## src/rtl/pipeline_hazard_controller.sv

```systemverilog
// ============================================================================
// pipeline_hazard_controller
// Hazard/sequencing control for the five-stage pipeline: load-use stall,
// taken-beq flush, memory-busy freeze, memory hang detection, perf counters.
// Revision: 1.0
// ============================================================================
`default_nettype none

module pipeline_hazard_controller #(
    parameter int unsigned MEM_TIMEOUT = 16
) (
    input  logic        clock_i,
    input  logic        reset_i,
    input  logic        clear_counters_i,
    input  logic [4:0]  if_id_rs1_i,
    input  logic [4:0]  if_id_rs2_i,
    input  logic        if_id_uses_rs2_i,
    input  logic        id_ex_mem_read_i,
    input  logic [4:0]  id_ex_rd_i,
    input  logic        ex_mem_mem_read_i,
    input  logic        ex_mem_mem_write_i,
    input  logic        ex_mem_beq_instruction_i,
    input  logic        ex_mem_flag_beq_i,
    input  logic        mem_ready_i,
    output logic        pc_write_o,
    output logic        pc_src_branch_o,
    output logic        if_id_write_o,
    output logic        id_ex_write_o,
    output logic        ex_mem_write_o,
    output logic        if_id_flush_o,
    output logic        id_ex_flush_o,
    output logic        ex_mem_flush_o,
    output logic        mem_wb_bubble_o,
    output logic        mem_error_o,
    output logic [1:0]  state_o,
    output logic [15:0] stall_cycles_o,
    output logic [15:0] flush_count_o
);

    localparam logic [1:0]  ST_RUN    = 2'd0;
    localparam logic [1:0]  ST_WAIT   = 2'd1;
    localparam logic [1:0]  ST_ERROR  = 2'd2;
    localparam logic [15:0] C_TIMEOUT = 16'(MEM_TIMEOUT);
    localparam logic [15:0] C_SAT     = 16'hFFFF;

    logic [1:0]  state_q, state_d;
    logic [15:0] wait_cnt_q, wait_cnt_d;
    logic [15:0] stall_q, stall_d;
    logic [15:0] flush_q, flush_d;
    logic        mem_error_q, mem_error_d;

    logic w_mem_busy, w_br_taken, w_load_use, w_running;
    logic w_stall_ev, w_flush_ev;

    assign w_mem_busy = (ex_mem_mem_read_i | ex_mem_mem_write_i) & ~mem_ready_i;
    assign w_br_taken = ex_mem_beq_instruction_i & ex_mem_flag_beq_i;
    assign w_load_use = id_ex_mem_read_i & (id_ex_rd_i != 5'd0) &
                        ((id_ex_rd_i == if_id_rs1_i) |
                         (if_id_uses_rs2_i & (id_ex_rd_i == if_id_rs2_i)));
    assign w_running  = (state_q != ST_ERROR);

    // Events follow the same priority as the control actions they select.
    assign w_stall_ev = w_running & (w_mem_busy | (~w_br_taken & w_load_use));
    assign w_flush_ev = w_running & ~w_mem_busy & w_br_taken;

    always_comb begin
        pc_write_o      = 1'b1;
        pc_src_branch_o = 1'b0;
        if_id_write_o   = 1'b1;
        id_ex_write_o   = 1'b1;
        ex_mem_write_o  = 1'b1;
        if_id_flush_o   = 1'b0;
        id_ex_flush_o   = 1'b0;
        ex_mem_flush_o  = 1'b0;
        mem_wb_bubble_o = 1'b0;
        if (!w_running || w_mem_busy) begin
            pc_write_o      = 1'b0;
            if_id_write_o   = 1'b0;
            id_ex_write_o   = 1'b0;
            ex_mem_write_o  = 1'b0;
            mem_wb_bubble_o = 1'b1;
        end else if (w_br_taken) begin
            pc_src_branch_o = 1'b1;
            if_id_flush_o   = 1'b1;
            id_ex_flush_o   = 1'b1;
            ex_mem_flush_o  = 1'b1;
        end else if (w_load_use) begin
            pc_write_o      = 1'b0;
            if_id_write_o   = 1'b0;
            id_ex_flush_o   = 1'b1;
        end
    end

    always_comb begin
        state_d     = state_q;
        wait_cnt_d  = wait_cnt_q;
        mem_error_d = mem_error_q;
        case (state_q)
            ST_RUN: begin
                if (w_mem_busy) begin
                    state_d    = ST_WAIT;
                    wait_cnt_d = 16'd1;
                end
            end
            ST_WAIT: begin
                if (!w_mem_busy) begin
                    state_d    = ST_RUN;
                    wait_cnt_d = 16'd0;
                end else if (wait_cnt_q == C_TIMEOUT) begin
                    state_d     = ST_ERROR;
                    mem_error_d = 1'b1;
                end else begin
                    wait_cnt_d = wait_cnt_q + 16'd1;
                end
            end
            default: state_d = ST_ERROR;
        endcase
    end

    always_comb begin
        stall_d = stall_q;
        flush_d = flush_q;
        if (w_running) begin
            if (clear_counters_i) begin
                stall_d = 16'd0;
                flush_d = 16'd0;
            end else begin
                if (w_stall_ev && stall_q != C_SAT) stall_d = stall_q + 16'd1;
                if (w_flush_ev && flush_q != C_SAT) flush_d = flush_q + 16'd1;
            end
        end
    end

    always_ff @(posedge clock_i or posedge reset_i) begin
        if (reset_i) begin
            state_q     <= ST_RUN;
            wait_cnt_q  <= 16'd0;
            stall_q     <= 16'd0;
            flush_q     <= 16'd0;
            mem_error_q <= 1'b0;
        end else begin
            state_q     <= state_d;
            wait_cnt_q  <= wait_cnt_d;
            stall_q     <= stall_d;
            flush_q     <= flush_d;
            mem_error_q <= mem_error_d;
        end
    end

    assign state_o        = state_q;
    assign mem_error_o    = mem_error_q;
    assign stall_cycles_o = stall_q;
    assign flush_count_o  = flush_q;

endmodule

`default_nettype wire

```

## config.mk

```make
export PLATFORM = sky130hd
export DESIGN_NAME = pipeline_hazard_controller
export DESIGN_NICKNAME = d
export VERILOG_FILES = /design/src/rtl/pipeline_hazard_controller.sv
export SDC_FILE = /design/constraint.sdc
export NUM_CORES = 1
export LEC_CHECK = 0
export CORE_MARGIN = 1
export CORE_UTILIZATION = 40
export CTS_CLUSTER_SIZE = 16
export DETAILED_ROUTE_END_ITERATION = 10
export PLACE_DENSITY = 0.75
export SLEW_MARGIN = 25
export SYNTH_ARGS = -nofsm -noshare
export SYNTH_HDL_FRONTEND = slang
export SYNTH_SLANG_ARGS = --single-unit
```

## constraint.sdc

```tcl
create_clock -name clock_i -period 5.15 [get_ports clock_i]
set_input_delay 1.03 -clock clock_i [delete_from_list [all_inputs] [get_ports clock_i]]
set_output_delay 1.03 -clock clock_i [all_outputs]
set_load 0.01 [all_outputs]
```

Word-level counts from Yosys, hierarchy flattened
Cells that the tools add are included.
- input bits: 25
- output and inout port bits: 44
- register bits: 51
- reduce and logical (&&, ||, !) cells: 14
- muxes and demuxes: 22
- equality and inequality tests: 10
- $add $sub $neg: 3
- bitwise gates (word level): 15
- operators with widths (operator ; number):
    2-to-1 mux 16 bit ; 7
    adder 16 x 1 -> 16 bit (second input constant) ; 3
    != test 16 bit (second input constant) ; 2
    one-hot mux 16 bit (2 select lines) ; 1
    equality test 16 x 5 -> 1 bit (second input constant) ; 1
    equality test 5 bit ; 2
    2-to-1 mux 1 bit ; 10
    bitwise AND 1 bit ; 9
    2-to-1 mux 2 bit ; 3
    != test 3 bit (second input constant) ; 2
    AND reduction 2 bit ; 3
    AND reduction 3 bit ; 2
    nonzero test 2 bit ; 3
    nonzero test 5 bit ; 1
    != test 2 bit (second input constant) ; 2
    one-hot mux 2 bit (2 select lines) ; 1
    NOT 1 bit ; 3
    bitwise OR 1 bit ; 3
    equality test 2 x 1 -> 1 bit (second input constant) ; 1
    logical AND 1 bit ; 2
    logical NOT 2 bit ; 1
    logical NOT 1 bit ; 1
    logical OR 1 bit ; 1

Longest topological paths before layout
- depth after elaboration: 10
- mapped depth: 9
- mapped depth without buffers: 8

Worst setup path before layout
Ideal clock, no wire load.
- path kind: input to output
- start point: in id_ex_rd_i[1]
- end point: out pc_write_o
- cell stages on the path: 5
- data required time: 4.120 ns
- buffers on the path: 1
- path slack: 1.792 ns
- arrival: 2.328 ns
- cell sequence: or4_1 o211ai_1 inv_1 a21oi_1 buf_4
- longest elaborated chain between the ends: 7
- ends and longest elaborated chain (item ; RTL line ; RTL):
    start, declared ; 19 ; input logic [4:0] id_ex_rd_i,
    equality test 5 bit ; 59 ; (if_id_uses_rs2_i & (id_ex_rd_i == if_id_rs2_i)));
    bitwise AND 1 bit ; 59 ;
    bitwise OR 1 bit ; 58 ; ((id_ex_rd_i == if_id_rs1_i) |
    bitwise AND 1 bit (*) ; 57 ; assign w_load_use = id_ex_mem_read_i & (id_ex_rd_i != 5'd0) &
    2-to-1 mux 1 bit (*) (3 in a row) ; - ;
    end, declared ; 25 ; output logic pc_write_o,
Every way passes the cells marked *; elsewhere a longest branch is shown, timed or not.

Worst setup path in the final report
- start point: in id_ex_rd_i[1]
- end point: out if_id_write_o
- longest elaborated chain between the ends: 7
- ends and longest elaborated chain (item ; RTL line ; RTL):
    equality test 5 bit ; 59 ;
    bitwise AND 1 bit ; 59 ;
    bitwise OR 1 bit ; 58 ;
    bitwise AND 1 bit (*) ; 57 ;
    2-to-1 mux 1 bit (*) ; 87 ; end else if (w_load_use) begin
    2-to-1 mux 1 bit (*) ; 82 ; end else if (w_br_taken) begin
    2-to-1 mux 1 bit (*) ; 76 ; if (!w_running || w_mem_busy) begin
    end, declared ; 27 ; output logic if_id_write_o,
Marks and branches as above.

==> impl_metrics.tcl <==
set metrics [dict create \
    outcome "completed" \
    dp_hpwl_um 5243 \
    setup_viol 0 \
    syn_area_per_cell_um2 9.584 \
    antenna_left 0 \
    synth_area_leader_cell "dfrtp_1" \
    topRoutingLayerUsed "met4" \
    final_common_cell "clkdlybuf4s50_1" \
    cellLeakagePower_nw 1.633 \
    synth_edf_count 0 \
    wirelength_um 7221 \
    first_global_vias 2688 \
    crit_type "input port to output pin" \
    clk_path_buf_depth 2 \
    seq_area_frac_synth 0.4085 \
    yosysTopAreaCellShare 0.4085 \
    cts_resized 0 \
    start_kind "input port" \
    grt_pass1_wl_um 12590 \
    worst_pin_slew_ns 0.8643 \
    cp-end-kind "output pin" \
    min_path_type "register to register" \
    core_um2 7408 \
    drive_gt1_frac 0.06941 \
    cpMostUsedCell "clkdlybuf4s50_1" \
    synth.area.top_cells "dfrtp_1 41%, xor2_1 5.3%, xnor2_1 4.8%, nor2_1 4.7%, nand2_1 2.8%" \
    hold_violations 0 \
    wl_per_cell_um 14.80 \
    met2_length_um 3456 \
    synth_cells 326 \
    drc 0 \
    cts_buffers 5 \
    numPortBuffers 68 \
    most-common-layout-cells "68 x clkdlybuf4s50_1, 51 x dfrtp_1, 39 x nor2_1" \
    via_per_inst 5.662 \
    vdd_ir_drop_max_uv 91.49 \
    period_needed_ns 4.235 \
    relSlewSlack 0.4227 \
    clk_latency_ns 0.31 \
    dr.pass1.iters 6 \
    hold_buffers 0 \
    io_pins 69 \
    synth_nets 355 \
    die_w_um 90.38 \
    via_count 2763 \
    placementRows 31 \
    grt_use_total 0.1855 \
    critical_path_buf_inv_count 3 \
    clk_pin_slew_ns 0.09 \
    start_util 0.4217 \
    wl_met3_um 403 \
    netlist_area_um2 3124 \
    postCtsSetupBuffers 0 \
    rsz0062_at_grt "false" \
    finalWeightedCongestion 0.8268 \
    ys_types 53 \
    slew_viol_final 0 \
    met1Wirelength_um 3283 \
    final_nets 417 \
    crit_path_max_incr_delay_ns 0.58 \
    drtIter0Drc 179 \
    cp_cell_sequence "clkdlybuf4s50_1 -> or4_1 -> o211ai_1 -> inv_1 -> a21oi_1 -> clkdlybuf4s50_1" \
    cp.arrival_ns 3.20 \
    die_h_um 90.38 \
    cp_slowest_cell "or4_1" \
    fill_cells 682 \
    cts_htree_levels 2 \
    syn2layout_area_growth_pct 26.83 \
    dieArea_um2 8168 \
    yosys_register_bits 51 \
    synthArstFlopShare 1.000 \
    holdWs_ns 0.4935 \
    diodes 0 \
    grt_overflow 0 \
    cts.root.buffer_cell "clkbuf_8" \
    post-route-period-util 0.8222 \
    synthFlopType "dfrtp_1" \
    power_density_nw_per_um2 197.0 \
    crit_fanout 3 \
    cap_violations 0 \
    required_ns 4.12 \
    finalClockSkew_ns 0.007120 \
    clock-sinks 51 \
    tns_ns 0 \
    grt_max_degree 52 \
    cts_tree "built" \
    max_freq_mhz 236.2 \
    yosys_warnings 0 \
    antenna_found_initial 0 \
    crit_family "buffers and inverters" \
]
## stage by stage
step	cells	cell area, um2	utilization	worst slack (ns)	power [mW]
2_1_floorplan	326	3124	-	1.792	0.4840
3_3_place_gp	480	3856	0.5205	0.9243	0.5269
3_5_place_dp	480	3859	0.5209	0.8780	0.5306
4_1_cts	488	3963	0.5349	0.8756	0.7874
5_1_grt	488	3963	0.5349	0.7808	0.8144
6_report	488	3963	0.5349	0.9155	0.7806
## worst register-to-register path, delay by kind of cell, from the launching register on
family	cells	cell delay, ns
AO/OA/AOI/OAI	3	1.06
AND/OR/NAND/NOR	3	0.90
adder cells (fa/ha/maj)	1	0.25
flip-flops	1	0.46
## power by group
group          switching (mW)  leakage [nW]  internal [mW]
combinational          0.0597         0.876         0.0497
clock                   0.136        0.0505          0.122
sequential            0.00781         0.707          0.405
total                   0.204          1.63          0.577
## worst paths after layout
path,startpoint,to,slack [ns],cells after the start
setup / recovery,id_ex_rd_i[1],if_id_write_o,0.92,6
hold / removal,mem_error_o$_DFFE_PP0P_,mem_error_o$_DFFE_PP0P_,0.49,1
setup reg to reg,stall_cycles_o[1]$_DFFE_PP0P_,stall_cycles_o[13]$_DFFE_PP0P_,2.41,7
hold reg to reg,mem_error_o$_DFFE_PP0P_,mem_error_o$_DFFE_PP0P_,0.49,1
max in group asynchronous,reset_i,flush_count_o[6]$_DFFE_PP0P_,3.57,2
min in group asynchronous,reset_i,wait_cnt_q[1]$_DFFE_PP0P_,1.15,2
## cell type report
cell class / count / area, um2 / area share
multi-input combinational: 251 / 1727 / 0.4357
timing repair buffer: 70 / 695.7 / 0.1756
inverter: 9 / 36.28 / 0.009157
clock buffer: 7 / 96.34 / 0.02431
tap: 99 / 123.9 / 0.03126
sequential: 51 / 1276 / 0.3221
clock inverter: 1 / 7.507 / 0.001895
## cell usage after synthesis, types with 2 or more instances
cell type,n
o31ai_4,4
a31oi_1,5
or3_1,4
nor3_1,5
a221o_1,2
buf_4,6
o22ai_1,3
clkbuf_1,7
dfrtp_1,51
inv_1,9
xnor2_1,17
nand2b_1,2
nor2b_1,2
and3_1,13
nand2_1,23
nand4_1,13
o31ai_2,2
nand3_1,13
nor4b_1,2
ha_1,4
o21ai_0,10
and2_1,2
a21oi_1,10
o2111ai_1,5
and4_1,9
nor2_1,39
o31ai_1,10
a22o_1,4
nor4_1,3
o21bai_1,2
xor2_1,19
or2_2,3
o211ai_1,3
## sequential cells by signal, summed over array words and instances (netlist names)
| name | count |
|---|---|
| mem_error_o | 1 |
| flush_count_o | 16 |
| stall_cycles_o | 16 |
| state_o | 2 |
| wait_cnt_q | 16 |
## cell families (layout without fill, tap and decap cells)
family                   Yosys count  after routing  share of synthesized area
AND/OR/NAND/NOR                  136            136                     0.2263
AO/OA/AOI/OAI                     74             74                     0.2062
flip-flops                        51             51                     0.4085
XOR/XNOR                          36             36                     0.1009
buffers and inverters             24             87                    0.03884
adder cells (fa/ha/maj)            4              4                    0.01602
multiplexers                       1              1                   0.003204
## routing by layer
| metal | GRT usage | vias up |
|---|---|---|
| met5 | 0 | - |
| met4 | 0.05645 | 0 |
| met3 | 0.03872 | 6 |
| met2 | 0.3015 | 85 |
| met1 | 0.2481 | 1349 |
| li1 | - | 1323 |
No activity file was read; power rests on OpenSTA's default activity.
